## config.mk

```make
export PLATFORM = sky130hd
export DESIGN_NAME = serial_tx_fifo
export DESIGN_NICKNAME = d
export VERILOG_FILES = /design/src/rtl/serial_pkg.sv /design/src/rtl/baud_tick_gen.sv /design/src/rtl/serial_tx_fifo.sv
export SDC_FILE = /design/constraint.sdc
export NUM_CORES = 1
export LEC_CHECK = 0
export CAP_MARGIN = 20
export CELL_PAD_IN_SITES_DETAIL_PLACEMENT = 1
export CELL_PAD_IN_SITES_GLOBAL_PLACEMENT = 2
export CORE_UTILIZATION = 38
export DETAILED_ROUTE_END_ITERATION = 12
export PLACE_DENSITY = 0.74
export SLEW_MARGIN = 0
export SYNTH_ARGS = -nofsm -noshare
export SYNTH_HDL_FRONTEND = slang
export SYNTH_SLANG_ARGS = --single-unit
```

## constraint.sdc

```tcl
create_clock -name clk -period 3.4 [get_ports clk]
set_input_delay 0.34 -clock clk [delete_from_list [all_inputs] [get_ports clk]]
set_output_delay 0.34 -clock clk [all_outputs]
set_load 0.05 [all_outputs]
```

## src/rtl/serial_pkg.sv

```systemverilog
// Shared definitions for the serial transmitter: FSM state encoding and parity modes.
package serial_pkg;

    typedef enum logic [2:0] {
        ST_IDLE   = 3'd0,
        ST_START  = 3'd1,
        ST_DATA   = 3'd2,
        ST_PARITY = 3'd3,
        ST_STOP   = 3'd4
    } tx_state_t;

    localparam int PAR_NONE = 0;
    localparam int PAR_ODD  = 1;
    localparam int PAR_EVEN = 2;

endpackage

```

## src/rtl/baud_tick_gen.sv

```systemverilog
// Bit-period timer: counts 0..BAUD_DIVIDER-1 while enabled, pulses tick on the last count.
module baud_tick_gen #(
    parameter int BAUD_DIVIDER = 104
) (
    input  logic clk,
    input  logic rst,
    input  logic enable,
    output logic tick
);

    localparam logic [15:0] LAST_CNT = 16'(BAUD_DIVIDER - 1);

    logic [15:0] cnt;

    assign tick = enable && (cnt == LAST_CNT);

    // Held at zero while disabled so every frame starts on a full bit period
    always_ff @(posedge clk or posedge rst) begin
        if (rst) begin
            cnt <= '0;
        end else if (!enable || cnt == LAST_CNT) begin
            cnt <= '0;
        end else begin
            cnt <= cnt + 16'd1;
        end
    end

endmodule

```

## src/rtl/serial_tx_fifo.sv

```systemverilog
// UART-style serial transmitter fed by a small write FIFO; frames go out back-to-back
// while words are queued.
module serial_tx_fifo #(
    parameter int BAUD_DIVIDER = 104,
    parameter int DATA_BITS    = 8,
    parameter int PARITY       = 0,
    parameter int STOP_BITS    = 1,
    parameter int FIFO_DEPTH   = 4
) (
    input  logic                          clk,
    input  logic                          rst,
    input  logic [DATA_BITS-1:0]          data,
    input  logic                          save_data,
    output logic                          full,
    output logic [$clog2(FIFO_DEPTH):0]   fifo_count,
    output logic                          overrun,
    output logic                          TiP,
    output logic                          tx
);
    import serial_pkg::*;

    localparam int              AW        = $clog2(FIFO_DEPTH);
    localparam logic [AW:0]     DEPTH_CNT = (AW+1)'(FIFO_DEPTH);
    localparam logic [3:0]      LAST_DATA = 4'(DATA_BITS - 1);
    localparam logic [3:0]      LAST_STOP = 4'(STOP_BITS - 1);

    logic [DATA_BITS-1:0] mem [FIFO_DEPTH];
    logic [AW-1:0]        wr_ptr, rd_ptr;
    logic [AW:0]          count;
    logic                 wr_en, pop, shift_en, tick, tx_nx;
    tx_state_t            state, state_nx;
    logic [3:0]           bit_cnt, bit_cnt_nx;
    logic [DATA_BITS-1:0] shift_q;
    logic                 par_q;

    function automatic logic calc_parity(input logic [DATA_BITS-1:0] w);
        calc_parity = (PARITY == PAR_ODD) ? ~(^w) : (^w);
    endfunction

    assign full       = (count == DEPTH_CNT);
    assign fifo_count = count;
    assign wr_en      = save_data && !full;

    baud_tick_gen #(.BAUD_DIVIDER(BAUD_DIVIDER)) u_baud (
        .clk    (clk),
        .rst    (rst),
        .enable (state != ST_IDLE),
        .tick   (tick)
    );

    // FIFO control; full is taken from the pre-edge count, so a same-edge pop cannot rescue a write
    always_ff @(posedge clk or posedge rst) begin
        if (rst) begin
            wr_ptr  <= '0;
            rd_ptr  <= '0;
            count   <= '0;
            overrun <= 1'b0;
        end else begin
            if (wr_en) wr_ptr <= wr_ptr + 1'b1;
            if (pop)   rd_ptr <= rd_ptr + 1'b1;
            if (save_data && full) overrun <= 1'b1;
            case ({wr_en, pop})
                2'b10:   count <= count + 1'b1;
                2'b01:   count <= count - 1'b1;
                default: count <= count;
            endcase
        end
    end

    always_ff @(posedge clk) begin
        if (wr_en) mem[wr_ptr] <= data;
    end

    // Next-state and next-output; tx is registered from tx_nx to stay glitch-free
    always_comb begin
        state_nx   = state;
        bit_cnt_nx = bit_cnt;
        tx_nx      = tx;
        pop        = 1'b0;
        shift_en   = 1'b0;
        case (state)
            ST_IDLE: begin
                tx_nx = 1'b1;
                if (count != '0) begin
                    pop        = 1'b1;
                    state_nx   = ST_START;
                    bit_cnt_nx = '0;
                    tx_nx      = 1'b0;
                end
            end
            ST_START: begin
                if (tick) begin
                    state_nx = ST_DATA;
                    tx_nx    = shift_q[0];
                    shift_en = 1'b1;
                end
            end
            ST_DATA: begin
                if (tick) begin
                    if (bit_cnt == LAST_DATA) begin
                        bit_cnt_nx = '0;
                        if (PARITY != PAR_NONE) begin
                            state_nx = ST_PARITY;
                            tx_nx    = par_q;
                        end else begin
                            state_nx = ST_STOP;
                            tx_nx    = 1'b1;
                        end
                    end else begin
                        bit_cnt_nx = bit_cnt + 4'd1;
                        tx_nx      = shift_q[0];
                        shift_en   = 1'b1;
                    end
                end
            end
            ST_PARITY: begin
                if (tick) begin
                    state_nx = ST_STOP;
                    tx_nx    = 1'b1;
                end
            end
            ST_STOP: begin
                if (tick) begin
                    if (bit_cnt == LAST_STOP) begin
                        bit_cnt_nx = '0;
                        if (count != '0) begin
                            pop      = 1'b1;
                            state_nx = ST_START;
                            tx_nx    = 1'b0;
                        end else begin
                            state_nx = ST_IDLE;
                            tx_nx    = 1'b1;
                        end
                    end else begin
                        bit_cnt_nx = bit_cnt + 4'd1;
                    end
                end
            end
            default: begin
                state_nx = ST_IDLE;
                tx_nx    = 1'b1;
            end
        endcase
    end

    always_ff @(posedge clk or posedge rst) begin
        if (rst) begin
            state   <= ST_IDLE;
            bit_cnt <= '0;
            tx      <= 1'b1;
            TiP     <= 1'b0;
        end else begin
            state   <= state_nx;
            bit_cnt <= bit_cnt_nx;
            tx      <= tx_nx;
            TiP     <= (state_nx != ST_IDLE);
        end
    end

    // Popped word is copied out of the FIFO, so later writes into its slot cannot disturb it
    always_ff @(posedge clk) begin
        if (pop) begin
            shift_q <= mem[rd_ptr];
            par_q   <= calc_parity(mem[rd_ptr]);
        end else if (shift_en) begin
            shift_q <= shift_q >> 1;
        end
    end

endmodule

```

# Word level (Yosys, flattened, before mapping)
# Memories as Yosys holds them, arrays and structs flattened.
# Index checks and enable logic that the tools add are counted.
[classes]
n_mul = 0
n_eq_ne = 15
reduce_logical = 16
n_div = 0
muxes = 37
addsub = 6
bitwise = 0
shift = 0
magnitude_cmp = 0
[op_table]
columns = ["op", "count"]
rows = [
  ["$mux 3", 7],
  ["$mux 4", 5],
  ["$add 16x1->16 const B", 1],
  ["$eq 16x7->1 const B", 1],
  ["$mux 1", 16],
  ["$mux 16", 1],
  ["$mux 8", 2],
  ["$pmux 3 s5", 1],
  ["$ne 2x2->1 const B", 6],
  ["$pmux 4 s3", 1],
  ["$reduce_bool 3->1", 4],
  ["$eq 3x2->1 const B", 2],
  ["$eq 3x3->1 const B", 2],
  ["$pmux 3 s2", 1],
  ["$pmux 1 s5", 1],
  ["$reduce_and 5->1", 1],
  ["$add 2x1->2 const B", 2],
  ["$add 4x1->4 const B", 1],
  ["$eq 4x3->1 const B", 1],
  ["$logic_not 4->1", 1],
  ["$pmux 1 s2", 2],
  ["$reduce_and 4->1", 1],
  ["$reduce_bool 2->1", 2],
  ["$add 3x1->3 const B", 1],
  ["other kinds (8)", 11],
]
[totals]
latchBits = 0
wordCells = 85
n_memories = 1
output_inout_bits = 7
ff_bits = 41
ramBits = 32
rom_bits = 0
in_bits = 11
[mem_list]
columns = ["memory", "depth", "word_bits", "read_ports", "rd_ports_with_merged_regs", "wr", "line_no", "source"]
rows = [
  ["mem", 4, 8, 1, 0, 1, "serial_tx_fifo.sv:27", "logic [DATA_BITS-1:0] mem [FIFO_DEPTH];"],
]

# Logic depth before layout (Yosys ltp)
[logic_depth]
word_depth = 7
depth_mapped = 13
mapped_depth_nobuf = 12

# Modules after synthesis
# Synthesis repeated with hierarchy kept, for this count alone.
[hier_totals]
cells_unflattened = 253
area_unflattened_um2 = 3412.0
[modules_own_cells]
columns = ["module", "cells_per_inst", "area_each_um2", "n_inst"]
rows = [
  ["serial_tx_fifo", 171, 2626.3, 1],
  ["baud_tick_gen", 82, 785.8, 1],
]

# Worst setup path before layout
# Ideal clock, no wire load.
[synth_timing]
path_type = "register to register"
from = "register u_baud.cnt[9]"
to = "register count[2], in the netlist fifo_count[2]"
arrival_ps = 2939
n_path_buf = 1
setup_ps = 82
slack_ps = 379
required_ps = 3318
path_stages_with_launch = 13
path_cell_list = "dfrtp_1 > or4_4 > or4_4 > o21ai_4 > nand2_4 > buf_6 > inv_1 > ha_1 > inv_1 > fa_1 > xor2_1 > nor2_1 > xor2_1"
[synth_via]
elab_chain_len = 6
word_cells_on_any_way = 8
[synth_rtl]
columns = ["element", "line_no", "source"]
rows = [
  ["from (decl)", "baud_tick_gen.sv:13", "logic [15:0] cnt;"],
  ["from (signal assigned)", "baud_tick_gen.sv:24", "cnt <= cnt + 16'd1;"],
  ["$eq 16x7->1 *", "baud_tick_gen.sv:15", "assign tick = enable && (cnt == LAST_CNT);"],
  ["$logic_and 1x1->1 *", "baud_tick_gen.sv:15", ""],
  ["$mux 1 *", "serial_tx_fifo.sv:123", "if (tick) begin"],
  ["$pmux 1 s2 *", "serial_tx_fifo.sv:81", "case (state)"],
  ["$eq 2x1->1 / $eq 2x2->1 (equally long branches)", "serial_tx_fifo.sv:62", "case ({wr_en, pop})"],
  ["$pmux 3 s2 / $reduce_bool 2->1 (equally long branches)", "n/a", ""],
  ["to (signal assigned)", "serial_tx_fifo.sv:63", "2'b10: count <= count + 1'b1;"],
  ["to (signal assigned)", "serial_tx_fifo.sv:64", "2'b01: count <= count - 1'b1;"],
  ["to (signal assigned)", "serial_tx_fifo.sv:65", "default: count <= count;"],
  ["to (decl)", "serial_tx_fifo.sv:29", "logic [AW:0] count;"],
]
# Every way passes the cells marked *; elsewhere a longest branch is shown, timed or not.
# A chain may end at the register's enable or synchronous reset.

# Worst setup path in the final report
# Ends and elaborated chain as after synthesis.

==> results.sh <==
export IMPL_ys_seq_elements=73
export IMPL_mappedNetlistNets=276
export IMPL_ys_dominant_reg_cell="sky130_fd_sc_hd__edfxtp_1"
export IMPL_rsz0062_at_grt="no"
export IMPL_dpl_instance_area_um2=3630
export IMPL_grt_pass1_vias=2183
export IMPL_overflow=0
export IMPL_firstDrtPassIters=4
export IMPL_worst_endpoint_required_ps=3650
export IMPL_grtUsageTotal_pct=17.0
export IMPL_dp_cells=374
export IMPL_worst_slack_placed_ps=280
export IMPL_area_growth_syn_to_layout_pct=14.7
export IMPL_pin_slew_with_the_least_headroom_to_its_limit_ps=644
export IMPL_postRouteWirelength_um=6690
export IMPL_postLayoutCoreUtil_pct=45.9
export IMPL_syn_cell_area_um2=3330
export IMPL_static_leakage_power_nw=1.51
export IMPL_numClockSinks=73
export IMPL_netlist_top_cell_by_area="sky130_fd_sc_hd__edfxtp_1"
export IMPL_final_net_count=301
export IMPL_core_um2=8340
export IMPL_critical_path_startpoint_type="flip-flop"
export IMPL_power_density_cell_area_nw_per_um2=685
export IMPL_clockRootBuffer="sky130_fd_sc_hd__clkbuf_8"
export IMPL_final_period_minus_worst_setup_slack_ps=3110
export IMPL_detail_route_antenna_nets=0
export IMPL_placementRows=33
export IMPL_footprint_of_the_flip_flops_and_latches_um2=2030
export IMPL_port_buffers=17
export IMPL_antenna_found_initial=0
export IMPL_status="finished, final reports clean"
export IMPL_period_share_pct=91.6
export IMPL_synth_enable_flop_cells=40
export IMPL_max_freq_mhz=321
export IMPL_die_area_um2=9150
export IMPL_layout_cells_most_common="sky130_fd_sc_hd__edfxtp_1"
export IMPL_worst_clock_skew_ps=11.5
export IMPL_synth_warnings=0
export IMPL_finalHoldViolCount=0
export IMPL_die_width_um=95.7
export IMPL_dr_total_vias=2005
export IMPL_clk_transition_reported_paths_ps=80
export IMPL_multi_input_area_um2=1210
export IMPL_cts_tree="built"
export IMPL_die_h_um=95.7
export IMPL_post_layout_nonfiller_instances=391
export IMPL_synth_sequential_area_ratio_pct=60.8
export IMPL_irDropWorstVdd_uv=454
export IMPL_avgSynthCellArea_um2=13.0
export IMPL_worst_path_max_fanout=5
export IMPL_pin_count_of_the_biggest_net_entering_global_routing=25
export IMPL_hold_path_class="in -> async"
export IMPL_dr_first_iter_drc_count=112
export IMPL_endpoint_kind="flip-flop"
export IMPL_cts_root_to_sink_buffers=2
export IMPL_dp_hpwl_um=4730
export IMPL_finalWorstSetupSlack_ps=285
export IMPL_timing_max_slew_rel_slack_pct=57.0
export IMPL_num_fill_cells=884
export IMPL_final_cell_mix="40 x sky130_fd_sc_hd__edfxtp_1, 32 x sky130_fd_sc_hd__dfrtp_1, 28 x sky130_fd_sc_hd__nor2_1"
export IMPL_timing_setup_tns_ps=0
export IMPL_detail_route_drc_violations=0
export IMPL_synthesis_instances=256
export IMPL_layout_cell_area_non_filler_um2=3820
export IMPL_synthArstFlopShare_pct=45.2
export IMPL_critical_path_class="reg -> reg"
export IMPL_cts_repair_resize_count=0
export IMPL_start_util_pct=40.0
export IMPL_count_of_inserted_antenna_diode_cells=0
export IMPL_numCtsBuffers=9
export IMPL_drv_cap=0
export IMPL_slew_violations=0
export IMPL_floorplan_io_pins=18
export IMPL_finalWeightedCongestion=0.737
export IMPL_grt_first_pass_wirelength_um=11300
export IMPL_netlist_top_cells_area="sky130_fd_sc_hd__edfxtp_1 36%, sky130_fd_sc_hd__dfrtp_1 24%, sky130_fd_sc_hd__mux4_2 5.4%, sky130_fd_sc_hd__nor2_1 3.2%, sky130_fd_sc_hd__ha_1 3.0%"
export IMPL_post_route_cells_drive_above_1_share_pct=15.0
export IMPL_setup_viol=0
export IMPL_hold_buffers=0
export IMPL_worstSkewPairLatency_ps=340
export IMPL_netlist_area_leader_share_pct=36.0
export IMPL_routedWlPerCell_um=17.1
export IMPL_post_synth_num_cell_types=45
export IMPL_critical_path_arrival_ps=3370
export IMPL_postCtsSetupBuffers=0
export IMPL_post_drt_via_cell_ratio=5.13
export IMPL_ctsHtreeMaxLevel=3
[kinds of logic (layout without fill, tap and decap cells)]
logic type,Yosys count,count (layout),synth area share (%)
xor+xnor,20,20,5.25
buf+inv,23,53,2.81
simple gates,91,91,14.0
flops,73,73,60.8
compound gates,24,24,4.88
fa+ha+maj,9,9,3.60
mux,16,16,8.63
[final cells by class]
cell class / instances / area share, %
inverters: 15 / 1.47
clock buffers: 11 / 3.43
clock inverters: 5 / 0.883
flip-flops and latches: 73 / 53.0
multi-input cells: 160 / 31.7
repair buffers: 22 / 6.05
well taps: 105 / 3.43
[Yosys cell counts, types with 2 or more instances]
cell type,count
sky130_fd_sc_hd__nor3_1,3
sky130_fd_sc_hd__dfrtp_1,32
sky130_fd_sc_hd__nand4_1,5
sky130_fd_sc_hd__clkbuf_1,6
sky130_fd_sc_hd__inv_1,15
sky130_fd_sc_hd__xor2_1,10
sky130_fd_sc_hd__and2_1,5
sky130_fd_sc_hd__mux4_2,8
sky130_fd_sc_hd__or4_4,3
sky130_fd_sc_hd__nand3_1,7
sky130_fd_sc_hd__o22ai_1,3
sky130_fd_sc_hd__and3_1,5
sky130_fd_sc_hd__edfxtp_1,40
sky130_fd_sc_hd__nand2_1,22
sky130_fd_sc_hd__nor2_1,28
sky130_fd_sc_hd__xnor2_1,10
sky130_fd_sc_hd__a21oi_1,3
sky130_fd_sc_hd__or3_1,3
sky130_fd_sc_hd__o21ai_0,9
sky130_fd_sc_hd__ha_1,8
sky130_fd_sc_hd__mux2_4,5
sky130_fd_sc_hd__mux2_2,2
sky130_fd_sc_hd__nor2b_1,2
[metal layers]
layer  vias to the layer above  GRT usage (%)  wire (um)
met5                         -              0          0
met3                         6           4.55        171
li1                        966              -          -
met4                         0           5.22         76
met1                      1010           24.6       3330
met2                        23           24.9       3110
[power breakdown]
| group | switching, mW | internal [mW] | leakage, nW |
|---|---|---|---|
| clock | 0.327 | 0.264 | 0.0793 |
| combinational | 0.401 | 0.331 | 0.642 |
| sequential | 0.170 | 1.13 | 0.785 |
| total | 0.897 | 1.72 | 1.51 |
[worst max-delay path, cell delays in order, from the launching register on]
cell,delay (ps)
sky130_fd_sc_hd__dfrtp_1,430
sky130_fd_sc_hd__or4_4,570
sky130_fd_sc_hd__or4_4,570
sky130_fd_sc_hd__o21ai_4,250
sky130_fd_sc_hd__nand2_4,70
sky130_fd_sc_hd__inv_1,60
sky130_fd_sc_hd__ha_1,170
sky130_fd_sc_hd__inv_1,60
sky130_fd_sc_hd__fa_1,370
sky130_fd_sc_hd__xor2_1,150
sky130_fd_sc_hd__nor2_1,120
sky130_fd_sc_hd__xor2_1,200
[final timing paths]
check	startpoint	end	slack [ps]	depth (start not counted)
max	u_baud.cnt[9]$_DFF_PP0_	fifo_count[2]$_DFFE_PP0P_	290	11
min	rst	wr_ptr[1]$_DFFE_PP0P_	220	2
max reg2reg	u_baud.cnt[9]$_DFF_PP0_	fifo_count[2]$_DFFE_PP0P_	290	11
min reg2reg	overrun$_DFFE_PP0P_	overrun$_DFFE_PP0P_	460	1
max in group asynchronous	rst	u_baud.cnt[13]$_DFF_PP0_	2550	4
min in group clk	overrun$_DFFE_PP0P_	overrun$_DFFE_PP0P_	460	1
[metrics by stage]
step | hold slack (ps) | power [mW]
floorplan | 433 | 1.81
global placement | 445 | 2.03
detailed placement | 447 | 2.06
CTS | 465 | 2.66
global route | 251 | 2.79
finish | 221 | 2.62
[sequential cells by signal, indices dropped and copies added (netlist names), 2 cells and up]
register and cells:
u_baud.cnt 16, bit_cnt 4, shift_q 8, rd_ptr 2, fifo_count 3, mem 32
wr_ptr 2, state 3
No activity file was read; power rests on OpenSTA's default activity.
